## src/rtl/fifo_access_arbiter.sv

```systemverilog
// Access sequencer for a 16-deep FIFO shared by two producers and one
// consumer. Writers are arbitrated round-robin, reads and writes alternate
// when both are pending, overflow is cleared automatically, and a full FIFO
// either stalls or discards writes depending on DROP_ON_FULL.
//
// state   | meaning
// --------+-------------------------------------------------------------
// IDLE    | flags sampled, next operation chosen (or a write discarded)
// WR      | WriteN low for one cycle, granted producer acked
// RD      | ReadN low for one cycle; FIFO updates DataOut on the negedge
// RD_DATA | FIFO DataOut captured into ReadData, ReadValid pulsed
// CLR     | ClearOV high for one cycle, no strobes
module fifo_access_arbiter #(
  parameter int FIFOWIDTH    = 9,
  parameter bit DROP_ON_FULL = 1'b0,
  parameter int DROPW        = 8
) (
  input  logic                 Clock,
  input  logic                 Reset,
  input  logic                 ReqA,
  input  logic [FIFOWIDTH-1:0] DataA,
  input  logic                 ReqB,
  input  logic [FIFOWIDTH-1:0] DataB,
  input  logic                 ReadReq,
  input  logic                 Full,
  input  logic                 EMPTY,
  input  logic                 OV,
  input  logic [FIFOWIDTH-1:0] FifoDataOut,
  output logic                 WriteN,
  output logic                 ReadN,
  output logic                 ClearOV,
  output logic [FIFOWIDTH-1:0] FifoDataIn,
  output logic                 AckA,
  output logic                 AckB,
  output logic                 ReadValid,
  output logic [FIFOWIDTH-1:0] ReadData,
  output logic [DROPW-1:0]     DropCount
);

  typedef enum logic [2:0] {
    IDLE    = 3'd0,
    WR      = 3'd1,
    RD      = 3'd2,
    RD_DATA = 3'd3,
    CLR     = 3'd4
  } state_t;

  state_t state;
  logic   rr_ptr;     // 0 = A favoured, 1 = B favoured
  logic   last_read;  // 1 when the most recent served operation was a read

  logic req_any;
  logic rd_ok;
  logic wr_ok;
  logic sel_b;
  logic serve_rd;
  logic do_drop;

  // Decision terms evaluated from the flags as they stand in IDLE.
  assign req_any  = ReqA | ReqB;
  assign rd_ok    = ReadReq & ~EMPTY;
  assign wr_ok    = req_any & ~Full;
  // Favoured side wins if it is requesting, otherwise the other side.
  assign sel_b    = rr_ptr ? ReqB : ~ReqA;
  // When both kinds are eligible, serve the one that did not go last.
  assign serve_rd = rd_ok & ~(wr_ok & last_read);
  assign do_drop  = DROP_ON_FULL & req_any & Full;

  // Sequencer: state, round-robin pointer and all registered outputs.
  always_ff @(posedge Clock or negedge Reset) begin
    if (!Reset) begin
      state      <= IDLE;
      rr_ptr     <= 1'b0;
      last_read  <= 1'b0;
      WriteN     <= 1'b1;
      ReadN      <= 1'b1;
      ClearOV    <= 1'b0;
      AckA       <= 1'b0;
      AckB       <= 1'b0;
      ReadValid  <= 1'b0;
      ReadData   <= '0;
      FifoDataIn <= '0;
      DropCount  <= '0;
    end else begin
      WriteN    <= 1'b1;
      ReadN     <= 1'b1;
      ClearOV   <= 1'b0;
      AckA      <= 1'b0;
      AckB      <= 1'b0;
      ReadValid <= 1'b0;
      case (state)
        IDLE: begin
          if (OV) begin
            state   <= CLR;
            ClearOV <= 1'b1;
          end else if (serve_rd) begin
            state     <= RD;
            ReadN     <= 1'b0;
            last_read <= 1'b1;
          end else if (wr_ok) begin
            state      <= WR;
            WriteN     <= 1'b0;
            FifoDataIn <= sel_b ? DataB : DataA;
            AckA       <= ~sel_b;
            AckB       <= sel_b;
            rr_ptr     <= ~sel_b;
            last_read  <= 1'b0;
          end else if (do_drop) begin
            AckA   <= ~sel_b;
            AckB   <= sel_b;
            rr_ptr <= ~rr_ptr;
            if (DropCount != '1) begin
              DropCount <= DropCount + DROPW'(1);
            end
          end
        end
        WR: begin
          state <= IDLE;
        end
        RD: begin
          // DataOut was refreshed by the FIFO on this cycle's negedge.
          state     <= RD_DATA;
          ReadValid <= 1'b1;
          ReadData  <= FifoDataOut;
        end
        RD_DATA: begin
          state <= IDLE;
        end
        CLR: begin
          state <= IDLE;
        end
        default: begin
          state <= IDLE;
        end
      endcase
    end
  end

endmodule

```

## config.mk

```make
export PLATFORM = sky130hd
export DESIGN_NAME = fifo_access_arbiter
export DESIGN_NICKNAME = d
export VERILOG_FILES = /design/src/rtl/fifo_access_arbiter.sv
export SDC_FILE = /design/constraint.sdc
export NUM_CORES = 1
export LEC_CHECK = 0
export CAP_MARGIN = 20
export CORE_UTILIZATION = 41
export DETAILED_ROUTE_END_ITERATION = 8
export PLACE_DENSITY = 0.88
export SLEW_MARGIN = 30
export SYNTH_ARGS = -nofsm -noshare
export SYNTH_HDL_FRONTEND = slang
export SYNTH_SLANG_ARGS = --single-unit
```

## constraint.sdc

```tcl
create_clock -name Clock -period 4 [get_ports Clock]
set_clock_uncertainty 0.15 [all_clocks]
set_input_delay 0.8 -clock Clock [delete_from_list [all_inputs] [get_ports Clock]]
set_output_delay 0.8 -clock Clock [all_outputs]
set_load 0.03 [all_outputs]
```

Word-level counts from Yosys, hierarchy flattened
Cells that the tools add are included.

Equality and inequality tests: 2. Reduce and logical (&&, ||, !) cells: 4. Bitwise gates (word level): 12. Mux-type cells: 26.

Operator list (count): 2-to-1 mux 1 bit (21); 2-to-1 mux 3 bit (3); 2-to-1 mux 9 bit (1); inverter 1 bit (7); one-hot mux 3 bit (2 select lines) (1); bitwise AND 1 bit (4); != test 4 bit (second input constant) (1); AND reduction 4 bit (1); == test 3 x 2 -> 1 bit (second input constant) (1); zero test 3 bit (1); AND reduction 3 bit (1); nonzero test 2 bit (1); OR 1 bit (1).

Register bits after elaboration: 29. Output and inout bits: 32. Word-level logic and storage cells: 55. Input bits: 35.

Depth between registers and ports, before layout
Gate-level depths: netlist of run 1.

Word-level depth: 8. Gate-level depth with buffers: 5. Mapped depth without buffers: 4.

Worst setup path after synthesis of run 1
No wires, ideal clock.

Kind: input to register. Start: input port OV. End: register rr_ptr. Required time: 3.721 ns. Arrival time: 1.685 ns. Library setup time: 0.129 ns. Cell stages on the path: 2. Buffers on the path: 0. Setup slack: 2.036 ns. Path through: or4_4 -> o41a_1.

Longest elaborated chain between the ends: 2.

Ends and longest elaborated chain: start, declared (line 27) `input logic OV,`; inverter 1 bit (no source line); AND reduction 4 bit (no source line); end signal, assigned (line 106) `rr_ptr <= ~sel_b;`; end signal, assigned (line 111) `rr_ptr <= ~rr_ptr;`; end, declared (line 49) `logic rr_ptr;`.

No other way between the ends. A chain may end at the register's enable or synchronous reset.

Worst setup path in the final report of run 1
Start: register WriteN. End: output port WriteN.

RTL lines: start, declared (line 29) `output logic WriteN,`; start signal, assigned (line 75) `WriteN <= 1'b1;`; start signal, assigned (line 85) `WriteN <= 1'b1;`; start signal, assigned (line 102) `WriteN <= 1'b0;`.

No word-level cell between the ends.

==> results of run 1 <==
==> synthesized netlist by cell type, drive strengths merged <==
master | count | area, µm²
dfrtp | 27 | 676
nand2 | 12 | 45.0
buf | 11 | 75.1
o21ai | 11 | 55.1
mux2 | 9 | 101
mux2i | 9 | 90.1
nand2b | 4 | 25.0
dfstp | 2 | 52.6
inv | 2 | 7.51
nor2 | 2 | 7.51
nor3b | 2 | 20.0
nor4 | 2 | 18.8
nor4b | 2 | 17.5
a31oi | 1 | 6.26
a41oi | 1 | 8.76
clkbuf | 1 | 5.00
conb | 1 | 3.75
nand3 | 1 | 5.00
o2111ai | 1 | 8.76
o41a | 1 | 11.3
or2 | 1 | 6.26
or4 | 1 | 11.3
==> power groups by stage <==
stage,Clock (mW),Combinational (mW),Sequential (mW)
3_5_place_dp,0,0.712,0.505
3_3_place_gp,0,0.694,0.493
4_1_cts,0.189,0.713,0.500
5_1_grt,0.202,0.745,0.513
6_report,0.184,0.707,0.499
2_1_floorplan,0,0.228,0.698
==> how the worst max path moves through the flow <==
stage,from,endpoint,slack [ns],depth (start not counted)
after floorplan,OV,rr_ptr,2.04,2
after global routing,WriteN,WriteN,1.50,1
after CTS,WriteN,WriteN,1.54,1
after detailed placement,ReqB,FifoDataIn[2],1.29,4
after global placement,ReqB,FifoDataIn[4],1.31,4
final,WriteN,WriteN,1.54,1
==> routing by layer <==
layer | track usage | up-vias | wire [µm] | share of wire
met5 | 0 | - | 0 | 0
met4 | 0.136 | 0 | 51 | 0.018
met3 | 0.0680 | 6 | 246 | 0.087
met2 | 0.316 | 54 | 1460 | 0.52
met1 | 0.201 | 469 | 1070 | 0.38
li1 | - | 472 | - | -
==> area by class of cell <==
type	count	area (µm²)
fillers	220	928
flip-flops and latches	29	728
repair buffers	60	596
multi-input cells	68	472
clock buffers	8	58.8
well taps	31	38.8
inverters	2	7.51
==> logic make-up after synthesis <==
kind of cell / Yosys count
flip-flops: 29
AO/OA/AOI/OAI: 15
AND/OR/NAND/NOR: 27
other: 1
buffers and inverters: 14
multiplexers: 18
==> sequential cells by signal, summed over array words and instances (netlist names) <==
signal / flops
AckA: 1
AckB: 1
state: 3
WriteN: 1
ReadValid: 1
ClearOV: 1
FifoDataIn: 9
ReadN: 1
last_read: 1
ReadData: 9
rr_ptr: 1
==> placed cells by master (no fill, tap or decap), types with 2 or more instances in the layout <==
| cell type | count |
|---|---|
| dfstp_2 | 2 |
| o21ai_1 | 9 |
| clkdlybuf4s50_1 | 58 |
| nor2_1 | 2 |
| nor4b_1 | 2 |
| nand2b_1 | 4 |
| inv_1 | 2 |
| clkbuf_4 | 5 |
| dfrtp_1 | 27 |
| mux2_2 | 9 |
| nand2_1 | 12 |
| conb_1 | 8 |
| buf_4 | 2 |
| clkbuf_1 | 2 |
| mux2i_1 | 9 |
==> stage by stage <==
stage	utilization	instance area (µm²)
final	0.672	1900
after global routing	0.672	1900
after CTS	0.671	1900
after detailed placement	0.650	1840
after global placement	0.650	1840
after floorplan	-	1280
==> metrics.md, run 1 <==
| Metric | Value |
|---|---|
| CP peak stage delay | `0.66 ns` |
| Cell at the slowest stage of the critical path | `clkdlybuf4s50_1` |
| Layout cells sized above 1 | `0.144` |
| Crit-path cells | `clkdlybuf4s50_1` |
| Combinational share of power | `0.509` |
| Final period util | `0.614` |
| Mean Syn Cell Area | `12.1 µm²` |
| CTS Buf Count | `5` |
| Die footprint | `between 0.003 and 0.004 mm²` |
| CP Max Fanout | `1` |
| Fin crit period | `2.46 ns` |
| Clock latency at the later pin of the worst-skew pair | `~0.33 ns` |
| Routed WL | `~2.8 mm` |
| Initial antenna violation count | `0` |
| TritonCTS Sinks | `29` |
| Hold Vio Cnt, Final | `0` |
| Delay-heaviest family, CP | `buffers and inverters` |
| Total power | `~1.4 mW` |
| I/O pin total | `67` |
| First-pass DRT Iterations | `7` |
| WS Path Type | `reg -> out` |
| Max Slew Vio Count | `0` |
| Setup crit end kind | `output pin` |
| Hold buffers post-CTS | `0` |
| Nets | `about 200` |
| Post-Synth Simple-Gate Area | `0.124` |
| R2R Setup Slk | `about 2.2 ns` |
| Setup TNS Final | `0 ns` |
| Max clock buf depth | `2` |
| R2R depth | `2` |
| CP Buf/Inv Count | `1` |
| XOR/XNOR Fraction of Synth Area | `0` |
| Vias in the first global route | `about 1100` |
| Compound-Gate Fraction of Synth Area | `0.0716` |
| Failing checks | `design-rule violations` |
| Worst-margin pin slew | `approximately 0.79 ns` |
| Grt ovf | `0` |
| Pleak | `between 0.8 and 0.9 nW` |
| Post-Place Worst Slack | `about 1.3 ns` |
| R2r endpoint | `ReadData[6]` |
| CTS tree | `built` |
| Clock root cell | `clkbuf_4` |
| # H-tree levels | `2` |
| Status | `finished with violations` |
| Netlist cell types | `26` |
| Antenna-violating nets left | `0` |
| P_int | `between 800 and 900 µW` |
| Die Wd | `roughly 57 µm` |
| Total number of vias | `roughly 1000` |
| Sw Share | `0.401` |
| R2r startpoint | `state[0]` |
| Core ar. | `about 0.0028 mm²` |
| Mapped Area | `~0.0013 mm²` |
| Yosys Warn Count | `0` |
| Routed WL per cell | `about 14 µm` |
| Global-route wire length before repair | `4.57 mm` |
| Setup-failing EPs final | `0` |
| I/O Buffers | `58` |
| Worst path required time | `about 3 ns` |
| Largest family of logic cells by synthesized area | `multiplexers` |
| Hold path cells | `2` |
| Total global-route track usage | `0.191` |
| Hold crit path type | `reg -> reg` |
| CTS-repair resized insts | `0` |
| Worst setup margin | `about 1.5 ns` |
| Number of setup buffers added after CTS | `0` |
| Drt first-iter violations | `36` |
| Startpoint types | `register` |
| Number of inserted diodes | `0` |
| Non-filler cells, final | `slightly below 200` |
| Vias per cell | `between 5 and 6` |
| Clock share of power | `0.132` |
| Maxcap violations | `0` |
| DP HPWL | `2.15 mm` |
| Synth Area in Adders | `0` |
| Maximum clock rate | `407 MHz` |
| Power Dens Cells | `731 mW/mm²` |
| Max-slew headroom | `0.470` |
| Hold endpoint | `FifoDataIn[1]` |
| Starting density of the core | `0.444` |
| Largest net degree at the start of global routing | `30` |
| Peak VDD IR | `approximately 0.4 mV` |
| Critical path data arrival time | `approximately 1.5 ns` |
| Hold_ws | `between 0.3 and 0.4 ns` |
| RSZ-0062 raised after global routing | `no` |
| HP Start | `FifoDataIn[1]` |
| Mapped Cells | `~100` |
| Row count | `19` |
| Area growth, synth to finish | `51.1%` |
| Final GP Congestion | `about 0.73` |
| Cells after DPL | `between 150 and 200` |
| Sequential share of power | `0.359` |
| DRC viols | `5` |
| Yosys reg bits | `29` |
| Mux cell area share after synthesis | `0.152` |
| Die H | `57.4 µm` |
| Clock-pin transition on the worst setup and hold timing paths | `0.09 ns` |
| Sequential share of the synthesized area | `0.579` |
| Switching Power | `between 500 and 600 µW` |
Note: power is estimated with default switching activity, not from simulation.
==> run 2, diff against run 1 <==
CORE_UTILIZATION = 35   (was 41)
PLACE_DENSITY = 0.81   (was 0.88)
clock period = 2 ns   (was 4 ns; I/O delays follow)
==> run 2 against run 1 <==
- cell count up 11%
- worst hold slack worse by 0.041 ns
- clock power up 84%
- non-clock buffer count up 6
- the flow now finishes without violations
- sequential power up 99%
- utilization down 9.5 points
- die area up 17%
- highest routed layer unchanged
- critical path type unchanged
- sequential share of layout area down 1.1 points
==> metrics.md, run 2 (synthesized netlist as in run 1, its figures left out) <==
| Metric | Value |
|---|---|
| Status | `complete, no violations` |
| I/O pin total | `67` |
| Row count | `21` |
| Final period util | `0.969` |
| Total number of vias | `approximately 1000` |
| Critical path origin | `FifoDataIn[5]` |
| Fillers | `~280` |
| Biggest regs | `FifoDataIn: 9 flops, ReadData: 9 flops, state: 3 flops` |
| Antenna-violating nets left | `0` |
| DRC viols | `0` |
| Final Util | `0.577` |
| Fin crit period | `roughly 1.9 ns` |
| Cell Area, Placed | `between 0.0015 and 0.002 mm²` |
| Clock-pin transition on the worst setup and hold timing paths | `~0.090 ns` |
| Peak VDD IR | `around 0.60 mV` |
| Pleak | `0.855 nW` |
| Startpoint types | `register` |
| Initial antenna violation count | `0` |
| Final Cell Area | `0.00195 mm²` |
| Nets | `207` |
| Hold Vio Cnt, Final | `0` |
| CP Max Fanout | `2` |
| Area growth, synth to finish | `55.4%` |
| Setup TNS Final | `0 ns` |
| I/O Buffers | `58` |
| RSZ-0062 raised after global routing | `no` |
| Critical path data arrival time | `between 1 and 1.5 ns` |
| Delay-heaviest family, CP | `buffers and inverters` |
| Multi-input gate area | `468 µm²` |
| Maxcap violations | `0` |
| Die H | `61.9 µm` |
| WS Path Type | `reg -> out` |
| First-pass DRT Iterations | `4` |
| Routed WL | `2.78 mm` |
| Clock latency at the later pin of the worst-skew pair | `approximately 0.33 ns` |
| TritonCTS Sinks | `29` |
| Crit-path cells | `clkdlybuf4s50_1` |
| Die Wd | `just over 60 µm` |
| Number of inserted diodes | `0` |
| Hold_ws | `about 0.3 ns` |
| R2r startpoint | `state[1]` |
| Setup-failing EPs final | `0` |
| Worst path required time | `1.45 ns` |
| Hold crit path type | `in -> async` |
| Maximum clock rate | `around 520 MHz` |
| Total global-route track usage | `0.161` |
| CTS tree | `built` |
| Largest net degree at the start of global routing | `30` |
| # H-tree levels | `2` |
| Drt first-iter violations | `45` |
| CP peak stage delay | `around 0.68 ns` |
| Routed WL per cell | `12.7 µm` |
| Register area | `between 700 and 800 µm²` |
| Hold buffers post-CTS | `0` |
| Max clock buf depth | `2` |
| Worst setup margin | `0.0616 ns` |
| Starting density of the core | `0.371` |
| Most common cell after layout, fill and taps aside | `clkdlybuf4s50_1` |
| Grt ovf | `0` |
| R2R Setup Slk | `between 0.3 and 0.4 ns` |
| Vias in the first global route | `~1000` |
| Most frequent cells in the layout | `56 x clkdlybuf4s50_1, 27 x dfrtp_1, 12 x nand2_1` |
| Global-route wire length before repair | `4.28 mm` |
| Post-Place Worst Slack | `-0.0977 ns` |
| Number of setup buffers added after CTS | `0` |
| Max Slew Vio Count | `0` |
| CP Buf/Inv Count | `1` |
| Die footprint | `~0.0038 mm²` |
| Layout cells sized above 1 | `0.179` |
| Setup crit end kind | `output pin` |
| Vias per cell | `~4.7` |
| Clock root cell | `clkbuf_4` |
| Power Dens Cells | `roughly 1400 mW/mm²` |
| CTS Buf Count | `5` |
| Final GP Congestion | `~0.79` |
| Core ar. | `around 0.0034 mm²` |
| DP HPWL | `between 2 and 2.5 mm` |
| Cell at the slowest stage of the critical path | `clkdlybuf4s50_1` |
run 2: report_power, final:
group | internal (mW) | switching (mW)
logic | 0.689 | 0.768
clock network | 0.132 | 0.206
registers | 0.839 | 0.155
total | 1.66 | 1.13
run 2: path summary, 6_finish.rpt:
kind / endpoint / cells after the start
worst max-delay path: FifoDataIn[5] / 1
worst min-delay path: ReadData[1] / 2
worst max register to register: rr_ptr / 2
worst min register to register: FifoDataIn[1] / 2
max in group asynchronous: WriteN / 2
min in group Clock: FifoDataIn[1] / 2
run 2: area by class of cell:
class,instances,area share
well taps,46,0.0294
flip-flops and latches,29,0.373
clock inverters,3,0.00896
inverters,2,0.00384
repair buffers,66,0.327
clock buffers,5,0.0192
multi-input cells,68,0.239
run 2: what timing repair did:
| action | in CTS | in global routing |
|---|---|---|
| endpoints found under the setup margin | 2 | 0 |
| endpoints found under the hold margin | 0 | 0 |
| gates resized for setup | 2 | 0 |
run 2: per-stage QoR:
| step | std cells | power, mW |
|---|---|---|
| 2_1_floorplan | 111 | 1.85 |
| 3_3_place_gp | 211 | 2.43 |
| 3_5_place_dp | 211 | 2.48 |
| 4_1_cts | 219 | 2.83 |
| 5_1_grt | 219 | 2.97 |
| 6_report | 219 | 2.79 |
run 2: layer usage:
layer / share of wire / vias up / GRT usage
met1: 0.40 / 487 / 0.168
met2: 0.52 / 45 / 0.280
li1: - / 485 / -
met5: 0 / - / 0
met4: 0.023 / 0 / 0.0794
met3: 0.063 / 9 / 0.0642
